<file path="config.mk">
export PLATFORM = sky130hd
export DESIGN_NAME = spi_master_mc
export DESIGN_NICKNAME = d
export VERILOG_FILES = /design/src/rtl/spi_master_mc.sv
export SDC_FILE = /design/constraint.sdc
export NUM_CORES = 1
export LEC_CHECK = 0
export ABC_CLOCK_PERIOD_IN_PS = 3200
export BUFFER_PORTS_ARGS = -buffer_cell sky130_fd_sc_hd__buf_2
export CORE_UTILIZATION = 54
export CTS_CLUSTER_DIAMETER = 120
export DETAILED_ROUTE_END_ITERATION = 6
export PLACE_DENSITY = 0.88
export REMOVE_ABC_BUFFERS = 1
export SYNTH_ARGS = -nofsm -noshare
export SYNTH_HDL_FRONTEND = slang
export SYNTH_SLANG_ARGS = --single-unit
</file>
<file path="constraint.sdc">
create_clock -name clk -period 3.2 [get_ports clk]
set_input_delay 0.8 -clock clk [delete_from_list [all_inputs] [get_ports clk]]
set_output_delay 0.8 -clock clk [all_outputs]
set_load 0.005 [all_outputs]
</file>
<file path="src/rtl/spi_master_mc.sv">
// spi_master_mc: full-duplex SPI master with run-time mode, bit order and word length,
// a programmable SCLK divider and chip-select setup/hold timing.
module spi_master_mc #(
    parameter int   DW        = 32,
    parameter int   NCS       = 4,
    parameter int   DIVW      = 16,
    parameter logic MOSI_IDLE = 1'b0,
    localparam int  CSW       = $clog2(NCS) | 1
) (
    input  logic            clk,
    input  logic            rst_n,
    input  logic            start,
    input  logic [CSW-1:0]  cs_sel,
    input  logic [7:0]      nbits,
    input  logic            cpol,
    input  logic            cpha,
    input  logic            lsb_first,
    input  logic [DIVW-1:0] div,
    input  logic [7:0]      cs_setup,
    input  logic [7:0]      cs_hold,
    input  logic [DW-1:0]   tx_data,
    output logic [DW-1:0]   rx_data,
    output logic            busy,
    output logic            done,
    output logic            sclk,
    output logic            mosi,
    input  logic            miso,
    output logic [NCS-1:0]  cs_n
);

    typedef enum logic [1:0] {IDLE, SETUP, XFER, HOLD} state_t;

    localparam logic [7:0] DW8 = 8'(DW);

    state_t          state;
    logic            cpol_q, cpha_q, lsb_q;
    logic [DIVW-1:0] div_q, hcnt;
    logic [7:0]      hold_q, n_q, cnt, bit_cnt;
    logic [DW-1:0]   tx_q, rx_sh, rx_upd;
    logic [NCS-1:0]  cs_dec;
    logic [7:0]      n_eff, tx_k;
    logic            half_end, leading, last_bit, sample_now, shift_now, xfer_end;

    // Position within the word of the k-th bit on the wire.
    function automatic logic [7:0] bit_pos(input logic lsb, input logic [7:0] n,
                                           input logic [7:0] k);
        return lsb ? k : n - 8'd1 - k;
    endfunction

    function automatic logic pick(input logic [DW-1:0] v, input logic [7:0] p);
        logic b;
        b = 1'b0;
        for (int i = 0; i < DW; i++)
            if (8'(i) == p) b = v[i];
        return b;
    endfunction

    always_comb begin
        n_eff = (nbits == 8'd0 || nbits > DW8) ? DW8 : nbits;
        for (int i = 0; i < NCS; i++)
            cs_dec[i] = (CSW'(i) != cs_sel);

        // sclk sitting at its idle level means the next toggle is a leading edge.
        half_end   = (state == XFER) && (hcnt == div_q);
        leading    = (sclk == cpol_q);
        last_bit   = (bit_cnt == n_q - 8'd1);
        sample_now = half_end && (leading ^ cpha_q);
        shift_now  = half_end && (cpha_q ? (leading && bit_cnt != 8'd0)
                                         : (!leading && !last_bit));
        xfer_end   = half_end && !leading && last_bit;
        tx_k       = cpha_q ? bit_cnt : bit_cnt + 8'd1;

        rx_upd = rx_sh;
        if (sample_now)
            for (int i = 0; i < DW; i++)
                if (8'(i) == bit_pos(lsb_q, n_q, bit_cnt)) rx_upd[i] = miso;
    end

    always_ff @(posedge clk or negedge rst_n) begin
        if (!rst_n) begin
            state   <= IDLE;
            busy    <= 1'b0;
            done    <= 1'b0;
            rx_data <= '0;
            cs_n    <= '1;
            sclk    <= 1'b0;
            mosi    <= MOSI_IDLE;
            cpol_q  <= 1'b0;
            cpha_q  <= 1'b0;
            lsb_q   <= 1'b0;
            div_q   <= '0;
            hold_q  <= '0;
            n_q     <= DW8;
            tx_q    <= '0;
            rx_sh   <= '0;
            cnt     <= '0;
            hcnt    <= '0;
            bit_cnt <= '0;
        end else begin
            done <= 1'b0;
            case (state)
                IDLE: begin
                    // The done cycle still counts as the tail of the previous transfer.
                    if (start && !done) begin
                        cpol_q  <= cpol;
                        cpha_q  <= cpha;
                        lsb_q   <= lsb_first;
                        div_q   <= div;
                        hold_q  <= cs_hold;
                        n_q     <= n_eff;
                        tx_q    <= tx_data;
                        busy    <= 1'b1;
                        cs_n    <= cs_dec;
                        sclk    <= cpol;
                        mosi    <= pick(tx_data, bit_pos(lsb_first, n_eff, 8'd0));
                        rx_sh   <= '0;
                        hcnt    <= '0;
                        bit_cnt <= '0;
                        if (cs_setup != 8'd0) begin
                            state <= SETUP;
                            cnt   <= cs_setup - 8'd1;
                        end else begin
                            state <= XFER;
                        end
                    end
                end
                SETUP: begin
                    if (cnt == 8'd0) state <= XFER;
                    else             cnt   <= cnt - 8'd1;
                end
                XFER: begin
                    rx_sh <= rx_upd;
                    if (half_end) begin
                        hcnt <= '0;
                        sclk <= ~sclk;
                        if (shift_now) mosi <= pick(tx_q, bit_pos(lsb_q, n_q, tx_k));
                        if (!leading)  bit_cnt <= bit_cnt + 8'd1;
                        if (xfer_end) begin
                            if (hold_q != 8'd0) begin
                                state <= HOLD;
                                cnt   <= hold_q - 8'd1;
                            end else begin
                                state   <= IDLE;
                                done    <= 1'b1;
                                busy    <= 1'b0;
                                cs_n    <= '1;
                                mosi    <= MOSI_IDLE;
                                rx_data <= rx_upd;
                            end
                        end
                    end else begin
                        hcnt <= hcnt + DIVW'(1);
                    end
                end
                HOLD: begin
                    if (cnt == 8'd0) begin
                        state   <= IDLE;
                        done    <= 1'b1;
                        busy    <= 1'b0;
                        cs_n    <= '1;
                        mosi    <= MOSI_IDLE;
                        rx_data <= rx_sh;
                    end else begin
                        cnt <= cnt - 8'd1;
                    end
                end
                default: state <= IDLE;
            endcase
        end
    end

endmodule

</file>
Word level (Yosys, flattened, before mapping):

Index checks and enable logic that the tools add are counted.

* input port bits: 82
* logic and storage cells: 335
* register bits: 173
* output and inout bits: 40

* reductions and logical operators: 35
* mux-type cells: 158
* $lt $le $gt $ge: 1
* bitwise gates (word level): 2
* add/sub/neg operators: 9
* equality and inequality tests: 112

Operators with widths (number)
* 5-bit by 8-bit == test with 1-bit output (first input constant): 48
* 4-bit by 8-bit == test with 1-bit output (first input constant): 24
* 32-bit 2-to-1 mux: 6
* 32-bit one-hot mux with 2 select lines: 2
* 1-bit 2-to-1 mux: 113
* 8-bit 2-to-1 mux: 14
* 3-bit by 8-bit == test with 1-bit output (first input constant): 12
* 2-bit by 8-bit == test with 1-bit output (first input constant): 6
* 8-bit logical NOT: 5
* 8-bit by 1-bit subtractor with 8-bit output (second input constant): 5
* 16-bit 2-to-1 mux: 2
* 16-bit one-hot mux with 2 select lines: 1
* 1-bit by 8-bit == test with 1-bit output (first input constant): 3
* 8-bit one-hot mux with 3 select lines: 1
* 8-bit nonzero test: 3
* 4-bit 2-to-1 mux: 5
* 2-bit inequality test (second input constant): 9
* 16-bit by 1-bit adder with 16-bit output (second input constant): 1
* 16-bit == test: 1
* 8-bit one-hot mux with 2 select lines: 1
* 8-bit subtractor: 2
* 2-bit 2-to-1 mux: 7
* 4-bit one-hot mux with 3 select lines: 1
* 6-bit AND reduction: 2
* other kinds (25): 43

Depth between registers and ports, before layout:

Gate-level depths: netlist of the first run.

* depth in word-level cells: 42
* mapped depth: 16
* mapped depth without buffers: 14

Worst setup path before layout of the first run:

Ideal clock, no wire load.

* path type: input-to-reg
* start: in nbits[5]
* end: reg mosi
* buffers on the path: 1
* stages: 10
* arrival: 3668 ps
* required time: 3062 ps
* setup time: 138 ps
* setup slack: -606 ps
* cell sequence: nor4b_1 inv_1 clkbuf_1 ha_1 and4_1 a2111oi_0 a21boi_0 o2bb2ai_1 o221ai_1 o311ai_1

* word-level cells in the longest chain between the ends: 40
* elaborated cells on any way between the ends: 72
* classes of those cells: add/sub: 1; order compare: 1; eq/ne: 31; mux: 36; reduce/logical: 3

Ends and longest elaborated chain
* start: declaration: RTL line 14 `input logic [7:0] nbits,`
* 8-bit by 6-bit greater-than comparator with 1-bit output or 8-bit logical NOT (tied branches): RTL line 59 `n_eff = (nbits == 8'd0 || nbits > DW8) ? DW8 : nbits;`
* 1-bit logical OR: RTL line 59
* 8-bit 2-to-1 mux *: RTL line 59
* 8-bit by 1-bit subtractor with 8-bit output *: RTL line 47 `return lsb ? k : n - 8'd1 - k;`
* 8-bit 2-to-1 mux *: RTL line 47
* 8-bit logical NOT: RTL line 54 `if (8'(i) == p) b = v[i];`
* 1-bit 2-to-1 mux (31 in a row): RTL line 54
* 1-bit 2-to-1 mux *: RTL line 54
* 1-bit 2-to-1 mux *: RTL line 104 `if (start && !done) begin`
* 1-bit one-hot mux with 3 select lines *: RTL line 101 `case (state)`
* end signal: assignment: RTL line 115 `mosi <= pick(tx_data, bit_pos(lsb_first, n_eff, 8'd0));`
* end signal: assignment: RTL line 136 `if (shift_now) mosi <= pick(tx_q, bit_pos(lsb_q, n_q, tx_k));`
* end: declaration: RTL line 26 `output logic mosi,`

Every way passes the cells marked *; elsewhere a longest branch is shown, timed or not. The select of a mux whose other input is x is not followed.
A chain may end at the register's enable or synchronous reset.

Final worst setup path of the first run:

* start: reg n_q[0]
* end: reg rx_sh[0]

* word-level cells in the longest chain between the ends: 7

Ends and longest elaborated chain
* start: declaration: RTL line 38 `logic [7:0] hold_q, n_q, cnt, bit_cnt;`
* start signal: assignment: RTL line 110 `n_q <= n_eff;`
* 8-bit by 1-bit subtractor with 8-bit output: RTL line 47
* 8-bit subtractor: RTL line 47
* 8-bit 2-to-1 mux: RTL line 47
* 8-bit logical NOT: RTL line 76 `if (8'(i) == bit_pos(lsb_q, n_q, bit_cnt)) rx_upd[i] = miso;`
* 1-bit 2-to-1 mux: RTL line 76
* 32-bit 2-to-1 mux: RTL line 74 `if (sample_now)`
* 32-bit one-hot mux with 2 select lines: RTL line 101
* end signal: assignment: RTL line 132 `rx_sh <= rx_upd;`
* end: declaration: RTL line 39 `logic [DW-1:0] tx_q, rx_sh, rx_upd;`

No other way between the ends.

==> flow_summary.json, run 1 <==
{
  "status": "complete, but fails checks",
  "violations": "setup timing",
  "place_ws_ns": -0.341,
  "placed_cell_area_mm2": 0.0118,
  "netlist_top_cells_count": "nand2_1 (282), dfrtp_1 (168), nor2_1 (90)",
  "cts_tree": "done",
  "drt_wl_total_um": 32700,
  "nets": 1543,
  "postRouteAntennaNets": 0,
  "hold_slack_ns": 0.418,
  "grt_pass1_vias": 10200,
  "worstPathArrival_ns": 3.91,
  "fin_crit_sh_pct": 113,
  "layout_setup_ws_ns": -0.427,
  "finClkSkew_ns": 0.0163,
  "seq_area_mm2": 0.00434,
  "leakagePower_uw": 0.00597,
  "yosysTopAreaCellShare_pct": 41.1,
  "post-route-min-period_ns": 3.63,
  "grt_usage_pct": 31.9,
  "synth_top_area_cell": "dfrtp_1",
  "drive_above_1_share_pct": 29.5,
  "hp-class": "primary input to async pin",
  "yosysWarnings": 0,
  "cp-start-kind": "flop",
  "worstPathMaxFanout": 5,
  "reg2reg_depth": 14,
  "worst_ep_required_time_ns": 3.48,
  "stdcell_count": 1681,
  "synth.most_common_cell": "nand2_1",
  "grt_max_degree": 87,
  "yosys_most_used_dff": "dfrtp_1",
  "powerDensity_mw_per_mm2": 1130,
  "ys_seq_area_share_pct": 42.4,
  "ir_drop_mv": 0.768,
  "grt_pass1_wl_um": 49800,
  "first_pass_iters": 5,
  "path_clk_slew_ns": 0.07,
  "setup_violations": 72,
  "worst_slew_pin_slew_ns": 0.891,
  "ys_ff_latch": 173,
  "dieArea_mm2": 0.0195,
  "total_power_uw": 15100,
  "synth_cell_types": 71,
  "worstSetupPathType": "flop to flop",
  "endpoint_kind": "flop",
  "hold_buffers": 0,
  "postLayoutCellArea_mm2": 0.0134,
  "cts.htree.levels": 4,
  "die_h_um": 140,
  "clockRootBuffer": "clkbuf_16",
  "drtIter0Drc": 1029,
  "avgRoutedWirePerCell_um": 19.5,
  "synth_edf_count": 0,
  "insertion_delay_ns": 0.44,
  "cts_made_buffers": 17,
  "fp-row-count": 49,
  "synthCells": 1236,
  "async_reset_ff_share_pct": 100,
  "die_x_um": 140,
  "ios": 122,
  "drv_slew": 0,
  "hpwlAfterDp_um": 20000,
  "io_buffers": 121,
  "avgSynthCellArea_um2": 8.28,
  "synthTopCellsByArea": "dfrtp_1 (41%), nand2_1 (10%), o21ai_0 (4.2%), nor2_1 (3.3%), xnor2_1 (3.2%)",
  "drv_cap": 0,
  "cts_buffer_depth": 2,
  "syn_area_mm2": 0.0102,
  "antenna_found_initial": 0,
  "routabilityCongestion": 0.968,
  "clock-sinks": 173,
  "dp.cells": 1628,
  "core_mm2": 0.0183,
  "routed-via-count": 10700,
  "antenna_cells": 0,
  "vias_per_cell": 6.35,
  "fillers": 1180,
  "rsz0062_at_grt": "true",
  "drc": 0,
  "fmax_ghz": 0.276,
  "start_util_pct": 56.0,
  "max-slew-margin-rel_pct": 40.5,
  "hold_viol_final": 0,
  "multi_input_area_mm2": 0.00618,
  "area_delta_synth_final_pct": 30.6,
  "grt_remaining_overflow": 0
}
==> cell families after synthesis <==
kind of cell,share of synthesized area [%]
simple gates,23.8
compound gates,17.9
flops,42.4
buf+inv,4.60
xor+xnor,5.23
mux,3.25
fa+ha+maj,2.84
==> what timing repair did <==
item / CTS / global route
endpoints found under the setup margin: 67 / 77
gates resized for setup: 122 / 77
pin swaps: 81 / 28
cloned: 5 / 0
buffers inserted: 13 / 8
==> placed cells by master (no fill, tap or decap), types with 16 or more instances in the layout <==
cell type / n
buf_2: 120
nand3_1: 27
a21oi_2: 18
dfrtp_1: 168
o211ai_1: 17
nand3_4: 19
a31oi_1: 31
mux2i_1: 19
o21ai_0: 49
o22ai_1: 16
xor2_1: 18
buf_4: 121
o21ai_1: 29
nand2_1: 276
nor2_1: 84
xnor2_1: 34
clkbuf_16: 17
nor3_1: 18
a21oi_1: 38
nand4_1: 18
inv_1: 37
==> layout make-up <==
cell class	instances	share of cell area (%)
multi-input combinational	944	46.2
sequential	173	32.4
timing repair buffer	261	13.8
clock buffer	19	3.24
tap	229	2.14
inverter	42	1.18
clock inverter	13	0.974
==> worst max-delay path, stage by stage, from the launching register on <==
cell and delay [ns]:
dfrtp_1 0.41, or4_4 0.57, nand2_4 0.09, ha_4 0.20, o21a_1 0.17, o31a_1 0.11, or4_4 0.42, a221oi_2 0.28
a31oi_2 0.08, o32ai_2 0.28, buf_4 0.21, buf_16 0.13, a31oi_2 0.11, o21ai_1 0.26, o31ai_1 0.15
==> power breakdown <==
part | internal (µW) | switching (µW) | total, µW | leakage, µW
logic | 4170 | 5610 | 9780 | 0.00358
clock network | 1090 | 946 | 2040 | 0.000273
registers | 2780 | 507 | 3290 | 0.00211
total | 8040 | 7070 | 15100 | 0.00597
==> final timing paths <==
kind / startpoint / endpoint / slack [ns]
max reg2reg: n_q[0] / rx_sh[0] / -0.43
min: rst_n / n_q[4] / 0.42
min reg2reg: tx_q[25] / tx_q[25] / 0.48
min in group clk: tx_q[25] / tx_q[25] / 0.48
max in group asynchronous: rst_n / n_q[5] / 2.01
max: n_q[0] / rx_sh[0] / -0.43
==> sequential cells by signal, indices dropped and copies added (netlist names) <==
name     cells
bit_cnt      8
busy         1
cnt          8
cpha_q       1
cpol_q       1
cs_n         4
div_q       16
done         1
hcnt        16
hold_q       8
lsb_q        1
mosi         1
n_q          8
rx_data     32
rx_sh       32
sclk         1
state        2
tx_q        32
==> through the flow <==
step,utilization [%],TNS (ns)
floorplan,-,-273.99
global placement,64.6,-12.37
detailed placement,64.6,-17.65
CTS,71.5,-8.81
global route,73.1,-23.34
finish,73.1,-14.40
==> layer usage <==
layer | GRT usage (%) | wire length [µm]
met1 | 41.5 | 12800
met2 | 52.4 | 15700
met3 | 5.88 | 2840
met4 | 13.4 | 1390
met5 | 0 | 0
(Power assumes the default switching activity.)
==> run 2, diff against run 1 <==
--- a/config.mk
+++ b/config.mk
@@ -6,11 +6,11 @@
 export NUM_CORES = 1
 export LEC_CHECK = 0
 export ABC_CLOCK_PERIOD_IN_PS = 3200
-export BUFFER_PORTS_ARGS = -buffer_cell sky130_fd_sc_hd__buf_2
-export CORE_UTILIZATION = 54
+export CORE_UTILIZATION = 58
 export CTS_CLUSTER_DIAMETER = 120
 export DETAILED_ROUTE_END_ITERATION = 6
-export PLACE_DENSITY = 0.88
+export DONT_BUFFER_PORTS = 1
+export PLACE_DENSITY = 0.86
 export REMOVE_ABC_BUFFERS = 1
 export SYNTH_ARGS = -nofsm -noshare
 export SYNTH_HDL_FRONTEND = slang
==> run 2 against run 1 <==
Effect of this change:
- the flow finishes with violations (DRC, setup timing)
- non-clock buffer count shrank 123
- clock skew shrank 0.0018 ns
- power rose by 4.2%
- worst setup slack got worse by 0.19 ns
- via count fell by 3.6%
- clock power rose by 3%
==> flow_summary.json, run 2 (synthesis results as in run 1) <==
{
  "start_util_pct": 59.3,
  "grt_remaining_overflow": 0,
  "drtIter0Drc": 1060,
  "worst_ep_required_time_ns": 3.52,
  "cts_made_buffers": 17,
  "antenna_cells": 0,
  "fp-row-count": 48,
  "slowest_delay_ns": 0.57,
  "die_x_um": 135,
  "critPathTopFamily": "compound AO/OA/AOI/OAI gates",
  "fillers": 1106,
  "cts_buffer_depth": 2,
  "layout_setup_ws_ns": -0.619,
  "cts.htree.levels": 4,
  "finalSetupTns_ns": -26.59,
  "grt_pass1_vias": 9695,
  "worstSetupPathType": "flop to flop",
  "status": "complete, but fails checks",
  "hold_slack_ns": 0.0546,
  "cp_cell_sequence": "or4_4, nand2_4, ha_4, o21a_1, o31a_1, buf_4, buf_4, o31ai_1, a221oi_4, a31oi_4, o32ai_4, buf_4, buf_12, a31oi_1, o21ai_1, o31ai_1",
  "final_common_cell": "nand2_1",
  "violations": "DRC, setup timing",
  "worstPathMaxFanout": 7,
  "first_pass_iters": 7,
  "multi_input_area_mm2": 0.00622,
  "worstPathArrival_ns": 4.14,
  "postLayoutCellArea_mm2": 0.0128,
  "post-route-min-period_ns": 3.82,
  "stdcell_count": 1554,
  "setup_violations": 66,
  "avgRoutedWirePerCell_um": 21.0,
  "fmax_ghz": 0.262,
  "combPwrFrac_pct": 65.7,
  "ir_drop_mv": 0.923,
  "drc": 2,
  "nets": 1420,
  "slowest_stage": "or4_4",
  "cp_common_cell": "buf_4",
  "worst_slew_pin_slew_ns": 0.851,
  "leakagePower_uw": 0.00555,
  "drv_cap": 0,
  "p_sw_share_pct": 46.9,
  "area_delta_synth_final_pct": 25.4,
  "drt_wl_total_um": 32600,
  "total_power_uw": 15700,
  "die_h_um": 135,
  "drv_slew": 0,
  "internal_power_uw": 8360,
  "finClkSkew_ns": 0.0146,
  "routed-via-count": 10300,
  "placed_cell_area_mm2": 0.0111,
  "rsz0062_at_grt": "true",
  "grt_pass1_wl_um": 47900,
  "dieArea_mm2": 0.0182,
  "vias_per_cell": 6.62,
  "hpwlAfterDp_um": 19000,
  "hold_buffers": 0,
  "antenna_found_initial": 0,
  "seq_area_mm2": 0.00434,
  "ios": 122,
  "switchingPower_uw": 7380,
  "pwr-share-seq_pct": 20.9,
  "clkPwrFrac_pct": 13.4,
  "reg.largest.list": "rx_data x32, rx_sh x32, tx_q x32",
  "clockRootBuffer": "clkbuf_16",
  "postRouteAntennaNets": 0,
  "fin_crit_sh_pct": 119,
  "most-common-layout-cells": "nand2_1 (277), dfrtp_1 (168), buf_4 (115)",
  "endpoint_kind": "flop",
  "powerDensity_mw_per_mm2": 1230,
  "dp.cells": 1492,
  "grt_max_degree": 174,
  "max-slew-margin-rel_pct": 43.1,
  "routabilityCongestion": 0.964,
  "clock-sinks": 173,
  "insertion_delay_ns": 0.44,
  "cp-start-kind": "flop",
  "cts_tree": "done",
  "path_buf_inv": 4,
  "hp-class": "primary input to async pin",
  "core_mm2": 0.0172,
  "grt_usage_pct": 33.6,
  "hold_viol_final": 0,
  "path_clk_slew_ns": 0.08,
  "drive_above_1_share_pct": 23.0,
  "io_buffers": 0
}
==> run 2: cell types whose count changed in the layout (fill, tap and decap cells not counted), sizes merged <==
cell      previous run  this run
clkinvlp             2         4
buf                261       137
clkinv               2         4
clkbuf              19        18
inv                 50        48
==> run 2: metal layers <==
metal / up-vias / GRT usage [%] / routed length [µm]
li1: 4498 / - / -
met1: 4923 / 41.6 / 12300
met2: 713 / 55.1 / 15600
met3: 161 / 7.47 / 3130
met4: 0 / 17.4 / 1570
met5: - / 0 / 0
==> run 2: final cells by class <==
| class | count | share of cell area, % |
|---|---|---|
| clock buffers | 17 | 3.32 |
| clock inverters | 15 | 1.38 |
| repair buffers | 138 | 9.62 |
| well taps | 225 | 2.19 |
| inverters | 42 | 1.23 |
| flip-flops and latches | 173 | 33.8 |
| multi-input cells | 944 | 48.5 |
==> run 2: power by group through the flow <==
stage               sequential (µW)  clock [µW]  combinational (µW)
global route                   3360        2220               10800
finish                         3290        2110               10300
CTS                            3260        2110                8380
detailed placement             3280           0                7030
global placement               3260           0                6780
floorplan                      3230           0                4440
==> run 2: worst paths after layout <==
| check | slack [ns] | end | cells past startpoint | startpoint |
|---|---|---|---|---|
| hold / removal | 0.05 | rx_sh[26] | 0 | rst_n |
| setup / recovery | -0.62 | rx_sh[26] | 16 | n_q[0] |
| hold reg to reg | 0.47 | tx_q[0] | 2 | tx_q[0] |
| min in group clk | 0.41 | cs_n[1] | 1 | cs_sel[0] |
| setup reg to reg | -0.62 | rx_sh[26] | 16 | n_q[0] |
| max in group asynchronous | 2.77 | cs_n[0] | 0 | rst_n |
==> run 2: timing repair <==
action,CTS,global route
buffers inserted,13,14
pin swaps,76,52
gates resized for setup,101,90
cloned,4,1
setup endpoints to repair,69,77
hold endpoints to repair,0,0
==> run 2: through the flow <==
step / worst slack, ns / utilization (%)
after CTS: -0.277 / 71.1
after floorplan: -3.54 / -
after detailed placement: -0.420 / 64.3
after global placement: -0.280 / 64.3
final: -0.619 / 74.4
after global routing: -0.731 / 74.4
==> run 2: worst register-to-register path, cell delays in order (launching register included) <==
cell	delay [ns]
dfrtp_1	0.42
or4_4	0.57
nand2_4	0.09
ha_4	0.20
o21a_1	0.18
o31a_1	0.13
buf_4	0.14
buf_4	0.13
o31ai_1	0.46
a221oi_4	0.15
a31oi_4	0.25
o32ai_4	0.14
buf_4	0.19
buf_12	0.14
a31oi_1	0.28
o21ai_1	0.13
o31ai_1	0.12
